**src/rtl/mult_share_arbiter.sv**
```systemverilog
// mult_share_arbiter: round-robin scheduler sharing one sequential signed multiplier among N_REQ requesters.
// Grants one operand pair at a time, pulses start, waits for ready and routes the product back with valid or err.
module mult_share_arbiter #(
    parameter int N_REQ   = 2,
    parameter int DW      = 8,
    parameter int PW      = 2*DW,
    parameter int TIMEOUT = 64
) (
    input  logic               i_clk,
    input  logic               i_rst,
    input  logic [N_REQ-1:0]   i_req,
    input  logic [N_REQ*DW-1:0] i_op_a,
    input  logic [N_REQ*DW-1:0] i_op_b,
    output logic [N_REQ-1:0]   o_gnt,
    output logic [N_REQ-1:0]   o_valid,
    output logic [N_REQ-1:0]   o_err,
    output logic [PW-1:0]      o_product,
    output logic               o_busy,
    output logic               o_mult_start,
    output logic [DW-1:0]      o_mult_a,
    output logic [DW-1:0]      o_mult_b,
    input  logic               i_mult_ready,
    input  logic [PW-1:0]      i_mult_product
);
    localparam int PTRW = N_REQ > 1 ? $clog2(N_REQ) : 1;
    localparam int TW   = $clog2(TIMEOUT + 1);

    typedef enum logic [2:0] {IDLE, ISSUE, ARM, WAIT, DONE} state_t;

    state_t          state, state_nx;
    logic [PTRW-1:0] ptr, owner, pick, idx, owner_nx;
    logic            found, timeout;
    logic [TW-1:0]   timer;
    logic [DW-1:0]   a, b;
    logic [PW-1:0]   prod;

    // Scan from ptr downwards in priority so the lowest offset from ptr wins.
    always_comb begin
        pick  = '0;
        idx   = '0;
        found = 1'b0;
        for (int i = N_REQ - 1; i >= 0; i--) begin
            idx = PTRW'((int'(ptr) + i) % N_REQ);
            if (i_req[idx]) begin
                pick  = idx;
                found = 1'b1;
            end
        end
    end

    assign owner_nx = (owner == PTRW'(N_REQ - 1)) ? '0 : owner + 1'b1;
    // A ready seen in WAIT on the last allowed cycle beats the timeout.
    assign timeout  = (state == ARM || state == WAIT) && timer == TW'(TIMEOUT - 1)
                      && !(state == WAIT && i_mult_ready);

    always_ff @(posedge i_clk or posedge i_rst) begin
        if (i_rst) begin
            state <= IDLE;
            ptr   <= '0;
            owner <= '0;
            a     <= '0;
            b     <= '0;
            prod  <= '0;
            timer <= '0;
        end else begin
            state <= state_nx;
            timer <= (state == ARM || state == WAIT) ? timer + 1'b1 : '0;
            if (state == IDLE && found) begin
                owner <= pick;
                a     <= i_op_a[pick*DW +: DW];
                b     <= i_op_b[pick*DW +: DW];
            end
            if (state == WAIT && i_mult_ready)
                prod <= i_mult_product;
            if (timeout)
                prod <= '0;
            if (state == DONE || timeout)
                ptr <= owner_nx;
        end
    end

    // ARM gives a stale ready from the previous op at most two cycles to fall.
    always_comb begin
        state_nx = state;
        case (state)
            IDLE:    state_nx = found ? ISSUE : IDLE;
            ISSUE:   state_nx = ARM;
            ARM:     state_nx = timeout ? IDLE : (!i_mult_ready || timer == TW'(1)) ? WAIT : ARM;
            WAIT:    state_nx = timeout ? IDLE : i_mult_ready ? DONE : WAIT;
            DONE:    state_nx = IDLE;
            default: state_nx = IDLE;
        endcase
    end

    always_comb begin
        o_gnt   = '0;
        o_valid = '0;
        o_err   = '0;
        if (state == IDLE && found && !i_rst)
            o_gnt[pick] = 1'b1;
        if (state == DONE)
            o_valid[owner] = 1'b1;
        if (timeout)
            o_err[owner] = 1'b1;
        o_mult_start = state == ISSUE;
        o_busy       = state != IDLE;
        o_product    = timeout ? '0 : prod;
        o_mult_a     = a;
        o_mult_b     = b;
    end
endmodule

```
**config.mk**
```make
export PLATFORM = sky130hd
export DESIGN_NAME = mult_share_arbiter
export DESIGN_NICKNAME = d
export VERILOG_FILES = /design/src/rtl/mult_share_arbiter.sv
export SDC_FILE = /design/constraint.sdc
export NUM_CORES = 1
export LEC_CHECK = 0
export CORE_ASPECT_RATIO = 1.4
export CORE_MARGIN = 1
export CORE_UTILIZATION = 40
export DETAILED_ROUTE_END_ITERATION = 8
export HOLD_SLACK_MARGIN = 0.12
export MAX_ROUTING_LAYER = met4
export PLACE_DENSITY = 0.74
export SETUP_SLACK_MARGIN = 0.15
export SKIP_CTS_REPAIR_TIMING = 1
export SLEW_MARGIN = 15
export SYNTH_ARGS = -nofsm -noshare
export SYNTH_HDL_FRONTEND = slang
export SYNTH_SLANG_ARGS = --single-unit
```
**constraint.sdc**
```tcl
create_clock -name i_clk -period 3.55 [get_ports i_clk]
set_input_delay 0.5325 -clock i_clk [delete_from_list [all_inputs] [get_ports i_clk]]
set_output_delay 0.5325 -clock i_clk [all_outputs]
set_load 0.02 [all_outputs]
```
==> flow_summary.yaml <==
clock_tree:
  clk_pin_slew_ns: 0.08
  cts-root-buf: "clkbuf_8"
  cts-buffers-inserted: 5
  max-clock-path-buffers: 2
  clock-sinks: 44
  cts_tree: "yes"
  htree_levels: 2
  insertion_delay_ns: 0.29
logic_synthesis:
  synth.distinct_cells: 37
  synthesis.instances: 246
  synth_simple_gate_area_share_pct: 24.9
  synth_xor_area_share_pct: 1.17
  synthesis.area_um2: 2240
  netlist_top_cells_area: "dfrtp_1, o21ai_0, nand2_1, nand3b_1, a31oi_1"
  syn_avg_cell_area_um2: 9.10
  ys.flop_type: "dfrtp_1"
  yosysTopAreaCell: "dfrtp_1"
  synth_edf_count: 0
  synth_top_family_by_area: "simple AND/OR/NAND/NOR gates"
  yosysTopAreaCellShare_pct: 49.2
  synth-compound-area-share_pct: 18.2
  synth_mux_area_share_pct: 0.447
  synth_fa_ha_area_share_pct: 1.12
  yosysSeqAreaShare_pct: 49.2
  syn-num-nets: 301
  yosys_warnings: 0
  async_flop_share_pct: 100
  ys_seq_elements: 44
global_routing:
  grt_start_max_net_pins: 45
  grt_pass1_wl_mm: 9.82
  track_usage_pct: 21.8
  gr-total-overflow: 0
  grt_pass1_vias: 2201
  antenna_found_initial: 0
floorplan:
  die-height_um: 90.5
  dieArea_um2: 5900
  initial_core_util_pct: 42.4
  core_um2: 5280
  die_w_um: 65.2
  rows: 31
  io_pins: 93
worst_setup_path:
  cp-end-kind: "primary output"
  path_cells: "clkdlybuf4s50_1 -> nand4b_2 -> inv_4 -> nor4_4 -> buf_4 -> and2b_1 -> clkdlybuf4s50_1"
  crit_fanout: 19
  worstSetupPathType: "input port to primary output"
  slowest_stage: "clkdlybuf4s50_1"
  critPathBufInv: 4
  required_ns: 3.02
  crit_top_cell: "clkdlybuf4s50_1"
  cp_top_family: "buffers and inverters"
  arrival_ns: 2.49
  crit_path_start_kind: "input port"
  cpPeakStageDelay_ns: 0.60
power:
  ir_drop_v: 0.000386
  power_uw: 2410
  leakage_uw: 0.00135
  power_density_nw_per_um2: 729
timing:
  finalCritPeriodShare_pct: 85.1
  clock_skew_ns: 0.00269
  setup_viol: 0
  report.final.slew_viol_count: 0
  hold_viol_final: 0
  max_freq_mhz: 331
  worstMarginPinSlew_ns: 0.647
  rsz0062_at_grt: "no"
  period_needed_ns: 3.02
  fin_tns_setup_ns: 0
  slew_headroom_pct: 56.9
cells_and_area:
  mostFrequentLayoutCells: "clkdlybuf4s50_1, dfrtp_1, nand2_1, o21ai_0, a21oi_1"
  layout-drive-gt1-share_pct: 7.12
  fill_cells: 489
  fin_nets: 392
  area_growth_pct: 47.8
  antenna_cells: 0
  final_common_cell: "clkdlybuf4s50_1"
placement:
  gp_congestion: 0.859
  io_buffers: 92
  hpwl_mm: 4.06
outcome:
  status: "complete, no violations"
route:
  postRouteAntennaNets: 0
  wl_per_cell_um: 13.9
  wl_mm: 5.61
  vias_per_cell: 5.27
  drtIter0Drc: 61
  route.detailed.drc: 0
  vias: 2122
  dr.pass1.iters: 5
run:
  maxCapViolCount: 0
worst_hold_path:
  hold_path_class: "flip-flop to flip-flop"
==> worst paths after layout <==
kind	start	cells after the start	slack [ns]	end
max in group asynchronous	i_rst	3	2.43	o_mult_b[6]
setup reg to reg	state[1]	4	1.46	o_mult_b[6]
min in group asynchronous	i_rst	3	0.75	prod[0]
hold / removal	timer[0]	1	0.52	timer[0]
setup / recovery	i_mult_ready	7	0.53	o_product[6]
hold reg to reg	timer[0]	1	0.52	timer[0]
==> synthesized netlist by cell type (2+ instances only) <==
cell,instances
nor2b_1,11
ha_1,2
nor2_1,8
inv_1,6
clkbuf_1,9
and2b_1,7
buf_2,5
dfrtp_1,44
o21ai_0,35
a21oi_1,18
xor2_1,2
a31oi_1,16
nand3b_1,17
nand3_1,3
o41ai_1,2
and3_1,2
nor3_1,3
nand2_1,36
and2_1,2
==> routing by layer <==
metal	track usage (%)	wire length (µm)
met5	-	0
met4	7.25	119
met3	4.92	326
met2	38.1	2900
met1	23.7	2270
==> power by group <==
part | leakage, µW | internal [µW] | switching (µW) | total [µW]
logic | 0.000778 | 612 | 639 | 1250
registers | 0.000533 | 719 | 147 | 866
clock network | 0.0000410 | 134 | 161 | 295
total | 0.00135 | 1460 | 946 | 2410
==> cell type report <==
cell class | instances | area [µm²] | share of cell area [%]
Tap cell | 66 | 82.6 | 2.50
Sequential cell | 44 | 1100 | 33.3
Multi-Input combinational cell | 178 | 1030 | 31.2
Timing Repair Buffer | 101 | 988 | 29.9
Clock buffer | 6 | 72.6 | 2.19
Clock inverter | 1 | 5.00 | 0.151
Inverter | 7 | 28.8 | 0.870
==> flip-flops by register name, indices dropped and copies added (netlist names) <==
| name | count |
|---|---|
| o_mult_a | 8 |
| o_mult_b | 8 |
| owner | 1 |
| prod | 16 |
| ptr | 1 |
| state | 3 |
| timer | 7 |
==> cells by family (layout without fill, tap and decap cells) <==
logic type                 Yosys count  after routing
and+or+nand+nor                     98             98
AOI/OAI and AO/OA                   74             74
DFF                                 44             44
buffers and inverters               24            115
xor gates and xnor gates             3              3
adders and majority gates            2              2
muxes                                1              1
==> worst reg2reg max path, cell delays in order, from the launching register on <==
cell and delay [ns]:
dfrtp_1 0.46, nor3_2 0.50, buf_4 0.26, and2_1 0.56, a31oi_1 0.16
==> through the flow <==
| stage | setup WS, ns | utilization [%] | cell area (µm²) | hold WS (ns) | std cells |
|---|---|---|---|---|---|
| floorplan | 1.14 | - | 2240 | 0.477 | 246 |
| global placement | 0.532 | 61.3 | 3230 | 0.508 | 396 |
| detailed placement | 0.514 | 61.3 | 3230 | 0.513 | 396 |
| CTS | 0.508 | 62.7 | 3310 | 0.527 | 403 |
| global route | 0.428 | 62.7 | 3310 | 0.546 | 403 |
| finish | 0.528 | 62.7 | 3310 | 0.522 | 403 |
Note: power is estimated with default switching activity, not from simulation.
